### src/rtl/serial_bus_arb_pkg.sv
// Shared types and helpers for the serial bus arbiter.
//   arb_state_e     : arbiter FSM states
//   DEFAULT_TIMEOUT : default watchdog hold limit in grant cycles
//   onehot_to_idx   : encodes a one-hot vector (up to 8 bits) to its index
package serial_bus_arb_pkg;

  typedef enum logic [1:0] {
    IDLE         = 2'd0,
    BUSY         = 2'd1,
    SPLIT_RESUME = 2'd2
  } arb_state_e;

  localparam int unsigned DEFAULT_TIMEOUT = 1024;
  localparam int unsigned MAX_MASTERS     = 8;
  localparam int unsigned MAX_SEL_W       = 3;

  // OR of the indices of all set bits; exact for a one-hot or all-zero input
  function automatic logic [MAX_SEL_W-1:0] onehot_to_idx(input logic [MAX_MASTERS-1:0] oh);
    logic [MAX_SEL_W-1:0] idx;
    idx = '0;
    for (int unsigned i = 0; i < MAX_MASTERS; i++) begin
      if (oh[i]) idx = idx | MAX_SEL_W'(i);
    end
    return idx;
  endfunction

endpackage

### src/rtl/serial_bus_arbiter_rr_priority_picker.sv
// Combinational round-robin search over masked requests.
//   req   : per-master request
//   mask  : per-master eligibility (1 = may be picked)
//   last  : index of the previous owner; the search starts at last+1
//   found : some eligible request exists
//   index : first eligible requester at or after last+1, modulo NUM_MASTERS
module rr_priority_picker
  import serial_bus_arb_pkg::*;
#(
  parameter int unsigned NUM_MASTERS = 2,
  parameter int unsigned SEL_W       = $clog2(NUM_MASTERS)
) (
  input  logic [NUM_MASTERS-1:0] req,
  input  logic [NUM_MASTERS-1:0] mask,
  input  logic [SEL_W-1:0]       last,
  output logic                   found,
  output logic [SEL_W-1:0]       index
);

  logic [NUM_MASTERS-1:0] elig;
  logic [NUM_MASTERS-1:0] winner;
  logic [SEL_W-1:0]       cand;
  logic [MAX_SEL_W-1:0]   win_idx;

  assign elig = req & mask;

  // Walk last+1 .. last+NUM_MASTERS; first hit wins
  always_comb begin
    winner = '0;
    cand   = '0;
    for (int unsigned k = 1; k <= NUM_MASTERS; k++) begin
      cand = SEL_W'((32'(last) + k) % NUM_MASTERS);
      if ((winner == '0) && elig[cand]) winner[cand] = 1'b1;
    end
  end

  assign found   = |winner;
  assign win_idx = onehot_to_idx(MAX_MASTERS'(winner));
  assign index   = SEL_W'(win_idx);

endmodule

### src/rtl/serial_bus_arbiter.sv
// Serial bus arbiter: round-robin ownership, one outstanding split, hold watchdog.
//   clk, rstn   : clock, synchronous active-low reset
//   mreq        : per-master request, held for the whole transaction
//   ssplit      : split pulse from the addressed slave
//   sready      : split slave ready, allows resuming the split master
//   mgrant      : registered one-hot grant
//   msel        : owner index, holds its value while idle
//   bus_busy    : a grant is active
//   split_grant : resumed split master owns the bus
//   timeout_err : one-cycle pulse on watchdog release
module serial_bus_arbiter
  import serial_bus_arb_pkg::*;
#(
  parameter int unsigned NUM_MASTERS = 2,
  parameter int unsigned SEL_W       = $clog2(NUM_MASTERS),
  parameter int unsigned TIMEOUT     = DEFAULT_TIMEOUT
) (
  input  logic                   clk,
  input  logic                   rstn,
  input  logic [NUM_MASTERS-1:0] mreq,
  input  logic                   ssplit,
  input  logic                   sready,
  output logic [NUM_MASTERS-1:0] mgrant,
  output logic [SEL_W-1:0]       msel,
  output logic                   bus_busy,
  output logic                   split_grant,
  output logic                   timeout_err
);

  localparam int unsigned    CNT_W    = (TIMEOUT > 1) ? $clog2(TIMEOUT) : 1;
  localparam logic [SEL_W-1:0] LAST_RST = SEL_W'(NUM_MASTERS - 1);

  arb_state_e             state_q, state_d;
  logic [SEL_W-1:0]       owner_q, owner_d;
  logic [SEL_W-1:0]       last_q, last_d;
  logic                   split_pending_q, split_pending_d;
  logic [SEL_W-1:0]       split_owner_q, split_owner_d;
  logic [CNT_W-1:0]       hold_cnt_q, hold_cnt_d;
  logic [NUM_MASTERS-1:0] mgrant_q, mgrant_d;
  logic                   busy_q, busy_d;
  logic                   sgrant_q, sgrant_d;
  logic                   terr_q, terr_d;

  logic [NUM_MASTERS-1:0] elig_mask;
  logic                   pick_found;
  logic [SEL_W-1:0]       pick_idx;
  logic                   wd_hit;

  // The split master may only come back through the resume path
  assign elig_mask = split_pending_q ? ~(NUM_MASTERS'(1) << split_owner_q) : '1;

  rr_priority_picker #(
    .NUM_MASTERS (NUM_MASTERS),
    .SEL_W       (SEL_W)
  ) u_picker (
    .req   (mreq),
    .mask  (elig_mask),
    .last  (last_q),
    .found (pick_found),
    .index (pick_idx)
  );

  assign wd_hit = (TIMEOUT != 0) && (hold_cnt_q == CNT_W'(TIMEOUT - 1));

  // State and output registers
  always_ff @(posedge clk) begin
    if (!rstn) begin
      state_q         <= IDLE;
      owner_q         <= '0;
      last_q          <= LAST_RST;
      split_pending_q <= 1'b0;
      split_owner_q   <= '0;
      hold_cnt_q      <= '0;
      mgrant_q        <= '0;
      busy_q          <= 1'b0;
      sgrant_q        <= 1'b0;
      terr_q          <= 1'b0;
    end else begin
      state_q         <= state_d;
      owner_q         <= owner_d;
      last_q          <= last_d;
      split_pending_q <= split_pending_d;
      split_owner_q   <= split_owner_d;
      hold_cnt_q      <= hold_cnt_d;
      mgrant_q        <= mgrant_d;
      busy_q          <= busy_d;
      sgrant_q        <= sgrant_d;
      terr_q          <= terr_d;
    end
  end

  // Next-state, bookkeeping and registered-output decode
  always_comb begin
    state_d         = state_q;
    owner_d         = owner_q;
    last_d          = last_q;
    split_pending_d = split_pending_q;
    split_owner_d   = split_owner_q;
    hold_cnt_d      = hold_cnt_q;
    terr_d          = 1'b0;

    // Split master gave up while waiting for its slave
    if (split_pending_q && !mreq[split_owner_q] && (state_q != SPLIT_RESUME)) begin
      split_pending_d = 1'b0;
    end

    unique case (state_q)
      IDLE: begin
        if (split_pending_q && sready && mreq[split_owner_q]) begin
          state_d    = SPLIT_RESUME;
          owner_d    = split_owner_q;
          hold_cnt_d = '0;
        end else if (pick_found) begin
          state_d    = BUSY;
          owner_d    = pick_idx;
          hold_cnt_d = '0;
        end
      end
      BUSY: begin
        if (ssplit) begin
          // Only the first split is remembered; later ones are plain releases
          state_d = IDLE;
          last_d  = owner_q;
          if (!split_pending_q) begin
            split_pending_d = 1'b1;
            split_owner_d   = owner_q;
          end
        end else if (!mreq[owner_q]) begin
          state_d = IDLE;
          last_d  = owner_q;
        end else if (wd_hit) begin
          state_d = IDLE;
          last_d  = owner_q;
          terr_d  = 1'b1;
          if (split_pending_q && (split_owner_q == owner_q)) split_pending_d = 1'b0;
        end else begin
          hold_cnt_d = hold_cnt_q + CNT_W'(1);
        end
      end
      SPLIT_RESUME: begin
        if (ssplit) begin
          state_d         = IDLE;
          last_d          = owner_q;
          split_pending_d = 1'b1;
          split_owner_d   = owner_q;
        end else if (!mreq[owner_q]) begin
          state_d         = IDLE;
          last_d          = owner_q;
          split_pending_d = 1'b0;
        end else if (wd_hit) begin
          state_d         = IDLE;
          last_d          = owner_q;
          terr_d          = 1'b1;
          split_pending_d = 1'b0;
        end else begin
          hold_cnt_d = hold_cnt_q + CNT_W'(1);
        end
      end
      default: state_d = IDLE;
    endcase

    busy_d   = (state_d != IDLE);
    sgrant_d = (state_d == SPLIT_RESUME);
    mgrant_d = busy_d ? (NUM_MASTERS'(1) << owner_d) : '0;
  end

  assign mgrant      = mgrant_q;
  assign msel        = owner_q;
  assign bus_busy    = busy_q;
  assign split_grant = sgrant_q;
  assign timeout_err = terr_q;

endmodule

### config.mk
export PLATFORM = sky130hd
export DESIGN_NAME = serial_bus_arbiter
export DESIGN_NICKNAME = d
export VERILOG_FILES = /design/src/rtl/serial_bus_arb_pkg.sv /design/src/rtl/serial_bus_arbiter_rr_priority_picker.sv /design/src/rtl/serial_bus_arbiter.sv
export SDC_FILE = /design/constraint.sdc
export NUM_CORES = 1
export LEC_CHECK = 0
export BUFFER_PORTS_ARGS = -buffer_cell sky130_fd_sc_hd__buf_2
export CAP_MARGIN = 5
export CORE_MARGIN = 2
export CORE_UTILIZATION = 56
export CTS_CLUSTER_SIZE = 20
export DETAILED_ROUTE_END_ITERATION = 8
export GPL_ROUTABILITY_DRIVEN = 0
export PLACE_DENSITY = 0.81
export SLEW_MARGIN = 10
export SYNTH_ARGS = -nofsm -noshare
export SYNTH_HDL_FRONTEND = slang
export SYNTH_SLANG_ARGS = --single-unit
### constraint.sdc
create_clock -name clk -period 2.1 [get_ports clk]
set_clock_uncertainty 0.05 [all_clocks]
set_input_delay 0.105 -clock clk [delete_from_list [all_inputs] [get_ports clk]]
set_output_delay 0.105 -clock clk [all_outputs]
set_load 0.005 [all_outputs]
==> results of run 1 <==
through the flow:
step                 util  cells  instance area [um^2]  total power [mW]
CTS                 0.644    189                  1420             0.795
global placement    0.627    184                  1390             0.596
finish              0.651    189                  1440             0.802
floorplan               -    146                  1310             0.559
detailed placement  0.627    184                  1390             0.600
global route        0.651    189                  1440             0.835
worst max path at each step:
stage                  startpoint       endpoint  cells past startpoint
floorplan              state_q[1]      mgrant[0]                      6
global placement       state_q[0]      mgrant[0]                      6
detailed placement     state_q[0]      mgrant[0]                      6
CTS                    state_q[0]      mgrant[0]                      6
global route        hold_cnt_q[0]       bus_busy                      6
finish              split_owner_q  hold_cnt_q[4]                      6
worst min-delay path: stages:
cell and delay [ns]:
buf_2 0.15, a21oi_1 0.12, a211oi_1 0.05
state kept, by name, summed over array words and instances (netlist names):
name	flops
timeout_err	1
bus_busy	1
state_q	2
mgrant	2
msel	1
split_grant	1
split_pending_q	1
split_owner_q	1
last_q	1
hold_cnt_q	10
layout by cell type (no fill, tap or decap), types with 2 or more instances in the layout:
master,n
a21boi_1,2
a21oi_2,2
or3_1,2
nand2b_1,3
o31ai_1,2
inv_1,9
buf_4,5
nand4_1,5
a21oi_1,12
o21ai_0,4
clkbuf_4,3
or4_1,3
xnor2_1,3
buf_2,11
and2_1,2
nor2_1,11
a31o_1,2
nand3_1,3
ha_1,4
a211oi_1,2
nand2_1,10
a21boi_0,2
mux2i_1,4
dfxtp_1,21
metal layers:
layer / GRT usage / part of all wire / vias to the layer above
met5: 0 / 0 / -
met4: 0.141 / 0.036 / 0
met3: 0.0457 / 0.027 / 10
met2: 0.373 / 0.51 / 23
met1: 0.254 / 0.42 / 563
li1: - / - / 571
power by group through the flow:
stage | combinational, mW | sequential, mW | clock (mW)
after floorplan | 0.127 | 0.432 | 0
after global placement | 0.158 | 0.437 | 0
after detailed placement | 0.162 | 0.438 | 0
after CTS | 0.165 | 0.429 | 0.201
after global routing | 0.188 | 0.432 | 0.215
final | 0.173 | 0.430 | 0.200
logic make-up (layout without fill, tap and decap cells):
kind of cell    after synthesis  count (layout)  share of synthesized area
mux                           5               5                     0.0420
compound gates               44              44                      0.264
buf+inv                      16              31                     0.0678
flops                        21              21                      0.321
simple gates                 51              51                      0.231
fa+ha+maj                     5               5                     0.0478
xor+xnor                      4               4                     0.0267
final cells by class:
cell class              instances  area (um^2)
flip-flops and latches         21          420
inverters                      10         37.5
fillers                       183          772
multi-input cells             109          817
clock buffers                   3         22.5
repair buffers                 17          103
well taps                      28         35.0
clock inverters                 1         5.00
timing repair:
action	4_1_cts	5_1_grt
hold buffers	1	0
setup endpoints to repair	0	8
gates resized for setup	0	4
endpoints found under the hold margin	1	0
buffers inserted	0	0
==> impl_metrics.env, run 1 <==
export IMPL_status="complete, but fails checks"
export IMPL_violations="design-rule violations"
export IMPL_clk_latency_ns=0.31
export IMPL_setup_viol_count_final=0
export IMPL_synthFlopType="dfxtp_1"
export IMPL_route_detailed_drc=2
export IMPL_final_antenna_net_count=0
export IMPL_required_ns=2.29
export IMPL_avgSynthCellArea_um2=8.97
export IMPL_core_um2=2210
export IMPL_die_width_um=52.4
export IMPL_relSlewSlack=0.676
export IMPL_path_class="reg -> reg"
export IMPL_hpwl_um=2050
export IMPL_synth_edf_count=0
export IMPL_seqPwrFrac=0.536
export IMPL_rows=17
export IMPL_routed_via_density=6.17
export IMPL_worst_r2r_cell_count=6
export IMPL_path_buf_inv=1
export IMPL_areaGrowthSynthToFinish_pct=9.93
export IMPL_ys_top_cells_by_area="dfxtp_1, ha_1, a21oi_1"
export IMPL_cts_tree="yes"
export IMPL_die_h_um=52.4
export IMPL_cp_slowest_cell="dfxtp_1"
export IMPL_synth_top_area_share=0.321
export IMPL_path_max_fanout=8
export IMPL_clock_fmax_ghz=0.520
export IMPL_p_leak_nw=0.510
export IMPL_final_setup_tns_ns=0
export IMPL_setup_ws_ns=0.178
export IMPL_holdPathStages=3
export IMPL_grt_pass1_vias=1082
export IMPL_grt_overflow=0
export IMPL_die_area_um2=2740
export IMPL_yosysUniqueCellTypes=55
export IMPL_rsz0062_at_grt="false"
export IMPL_synthesis_nets=157
export IMPL_yosys_warnings=0
export IMPL_hold_class="in -> reg"
export IMPL_cts_made_buffers=3
export IMPL_portBuffers=11
export IMPL_finalNetCount=173
export IMPL_gr_usage_all_layers=0.222
export IMPL_cts_sinks=21
export IMPL_pre_cts_ws_ns=0.0583
export IMPL_drtIter0Drc=21
export IMPL_min_from="ssplit"
export IMPL_p_comb_frac=0.215
export IMPL_cpLargestDelayFamily="simple AND/OR/NAND/NOR gates"
export IMPL_dr_pass1_iters=6
export IMPL_p_sw_frac=0.305
export IMPL_synth_largest_area_cell="dfxtp_1"
export IMPL_antenna_found_initial=0
export IMPL_holdWs_ns=0.0980
export IMPL_grt_max_degree=13
export IMPL_path_clk_slew_ns=0.12
export IMPL_slew_viol_final=0
export IMPL_crit_chain="nor4b_2, buf_4, a21oi_2, nand2_2, or4_1, a21oi_1"
export IMPL_drive_above_1_share=0.242
export IMPL_fin_crit_sh=0.915
export IMPL_hold_viol=0
export IMPL_clk_path_buf_depth=2
export IMPL_r2r_start="split_owner_q"
export IMPL_antenna_cells=0
export IMPL_fin_crit_ns=1.92
export IMPL_synth_most_common_cell="dfxtp_1"
export IMPL_power_share_clock=0.249
export IMPL_cts_root_buf="clkbuf_4"
export IMPL_start_util=0.592
export IMPL_vias=1167
export IMPL_cp_end_kind="register"
export IMPL_critPathMaxStageDelay_ns=0.54
export IMPL_vdd_drop_max_mv=0.530
export IMPL_netlist_area_um2=1310
export IMPL_power_internal_mw=0.558
export IMPL_synth_common_cells="dfxtp_1, a21oi_1, nor2_1, inv_1, nand2_1"
export IMPL_tightest_slew_ns=0.480
export IMPL_wirelength_um=2840
export IMPL_r2r_slack_ns=0.18
export IMPL_drv_cap=0
export IMPL_timing_rr_end="hold_cnt_q[4]"
export IMPL_p_per_area_nw_per_um2=557
export IMPL_ys_seq_area_frac=0.321
export IMPL_ys_ff_latch=21
export IMPL_io_pin_count=12
export IMPL_start_kind="register"
export IMPL_syn_inst=146
export IMPL_htreeDepth=1
export IMPL_avgRoutedWirePerCell_um=15.0
export IMPL_power_net_switching_mw=0.244
export IMPL_grt_pass1_wl_um=4510
export IMPL_synthArstFlopShare=0
export IMPL_holdPathEnd="split_pending_q"
export IMPL_arrival_ns=2.11
(Power assumes the default switching activity.)
==> run 2: changes to the inputs <==
--- a/config.mk
+++ b/config.mk
@@ -12,7 +12,7 @@
 export CTS_CLUSTER_SIZE = 20
 export DETAILED_ROUTE_END_ITERATION = 8
 export GPL_ROUTABILITY_DRIVEN = 0
-export PLACE_DENSITY = 0.81
+export PLACE_DENSITY = 0.8
 export SLEW_MARGIN = 10
 export SYNTH_ARGS = -nofsm -noshare
 export SYNTH_HDL_FRONTEND = slang
==> impl_metrics.env, run 2 (synthesized netlist as in run 1, its figures left out) <==
export IMPL_status="complete, no violations"
export IMPL_clk_latency_ns=0.31
export IMPL_finalNetCount=174
export IMPL_start_util=0.592
export IMPL_drive_above_1_share=0.241
export IMPL_final_antenna_net_count=0
export IMPL_rsz0062_at_grt="false"
export IMPL_antenna_cells=0
export IMPL_gr_usage_all_layers=0.232
export IMPL_hold_class="in -> reg"
export IMPL_cp_slowest_cell="or4_1"
export IMPL_path_buf_inv=2
export IMPL_avgRoutedWirePerCell_um=13.6
export IMPL_fin_crit_ns=1.95
export IMPL_clock_fmax_ghz=0.512
export IMPL_setup_viol_count_final=0
export IMPL_io_pin_count=12
export IMPL_fin_crit_sh=0.930
export IMPL_cts_tree="yes"
export IMPL_path_class="reg -> reg"
export IMPL_wirelength_um=2590
export IMPL_routed_via_density=5.94
export IMPL_die_area_um2=2740
export IMPL_fillers=201
export IMPL_setup_ws_ns=0.148
export IMPL_grt_pass1_wl_um=4660
export IMPL_slew_viol_final=0
export IMPL_htreeDepth=1
export IMPL_arrival_ns=2.15
export IMPL_top_register="hold_cnt_q"
export IMPL_cts_root_buf="clkbuf_4"
export IMPL_grt_max_degree=13
export IMPL_tightest_slew_ns=0.489
export IMPL_r2r_slack_ns=0.15
export IMPL_r2r_start="state_q[0]"
export IMPL_path_max_fanout=8
export IMPL_required_ns=2.29
export IMPL_dr_pass1_iters=4
export IMPL_vdd_drop_max_mv=0.522
export IMPL_drv_cap=0
export IMPL_layout_common_cells="dfxtp_1, a21oi_1, nor2_1, buf_2"
export IMPL_hold_viol=0
export IMPL_rows=17
export IMPL_final_common_cell="dfxtp_1"
export IMPL_relSlewSlack=0.670
export IMPL_hpwl_um=1990
export IMPL_pre_cts_ws_ns=0.0189
export IMPL_min_from="ssplit"
export IMPL_start_kind="register"
export IMPL_p_leak_nw=0.518
export IMPL_grt_overflow=0
export IMPL_route_detailed_drc=0
export IMPL_cp_end_kind="register"
export IMPL_critPathMaxStageDelay_ns=0.50
export IMPL_crit_chain="inv_1, ha_1, inv_1, nor2_4, or4_1, a21oi_1"
export IMPL_clk_path_buf_depth=2
export IMPL_p_per_area_nw_per_um2=546
export IMPL_drtIter0Drc=15
export IMPL_cts_made_buffers=3
export IMPL_grt_pass1_vias=1071
export IMPL_areaGrowthSynthToFinish_pct=10.4
export IMPL_cts_sinks=21
export IMPL_core_um2=2210
export IMPL_die_h_um=52.4
export IMPL_final_setup_tns_ns=0
export IMPL_path_clk_slew_ns=0.11
export IMPL_portBuffers=11
export IMPL_antenna_found_initial=0
export IMPL_vias=1128
export IMPL_crit_start="state_q[0]"
export IMPL_die_width_um=52.4
export IMPL_largest_reg_flops=10
export IMPL_cpLargestDelayFamily="simple AND/OR/NAND/NOR gates"
export IMPL_holdWs_ns=0.0890
export IMPL_cp_common_cell="inv_1"
run 2: cell types whose count changed in the layout (fill, tap and decap cells not counted):
cell and change:
inv_2 -1, ha_2 -1, buf_4 +1, inv_1 +1, dfxtp_2 +1, dfxtp_1 -1
ha_1 +1
run 2: timing repair:
| item | 4_1_cts | 5_1_grt |
|---|---|---|
| endpoints found under the hold margin | 1 | 0 |
| buffers inserted | 0 | 1 |
| hold buffers | 1 | 0 |
| pin swaps | 0 | 1 |
| resized for setup | 1 | 2 |
| setup endpoints to repair | 1 | 8 |
run 2: final timing paths:
check | to | cells after the start
hold / removal | split_owner_q | 3
setup reg to reg | hold_cnt_q[4] | 6
hold reg to reg | hold_cnt_q[9] | 2
setup / recovery | hold_cnt_q[4] | 6
run 2: metal layers:
layer	global-route usage	wire length, um
met4	0.0897	32
met3	0.0514	90
met1	0.275	1160
met2	0.404	1310
met5	0	0
run 2: tightest hold or removal path, cell delays in order:
cell and delay (ns):
buf_2 0.14, nand3_1 0.08, a21boi_0 0.08
run 2: power by group:
group | internal (mW) | switching (mW)
clock network | 0.0712 | 0.119
registers | 0.415 | 0.0146
logic | 0.0713 | 0.0988
run 2: cell type report:
class / count / area, um^2 / share of cell area
multi-input combinational: 109 / 815 / 0.563
sequential: 21 / 422 / 0.292
timing repair buffer: 18 / 110 / 0.0761
inverter: 10 / 37.5 / 0.0260
tap: 28 / 35.0 / 0.0242
clock buffer: 3 / 22.5 / 0.0156
clock inverter: 1 / 5.00 / 0.00346
run 2: metrics by stage:
step,power (mW),cells,instance area (um^2),util
floorplan,0.559,146,1310,-
global placement,0.596,184,1390,0.627
detailed placement,0.602,184,1390,0.627
CTS,0.795,189,1430,0.648
global route,0.833,190,1450,0.654
finish,0.790,190,1450,0.654
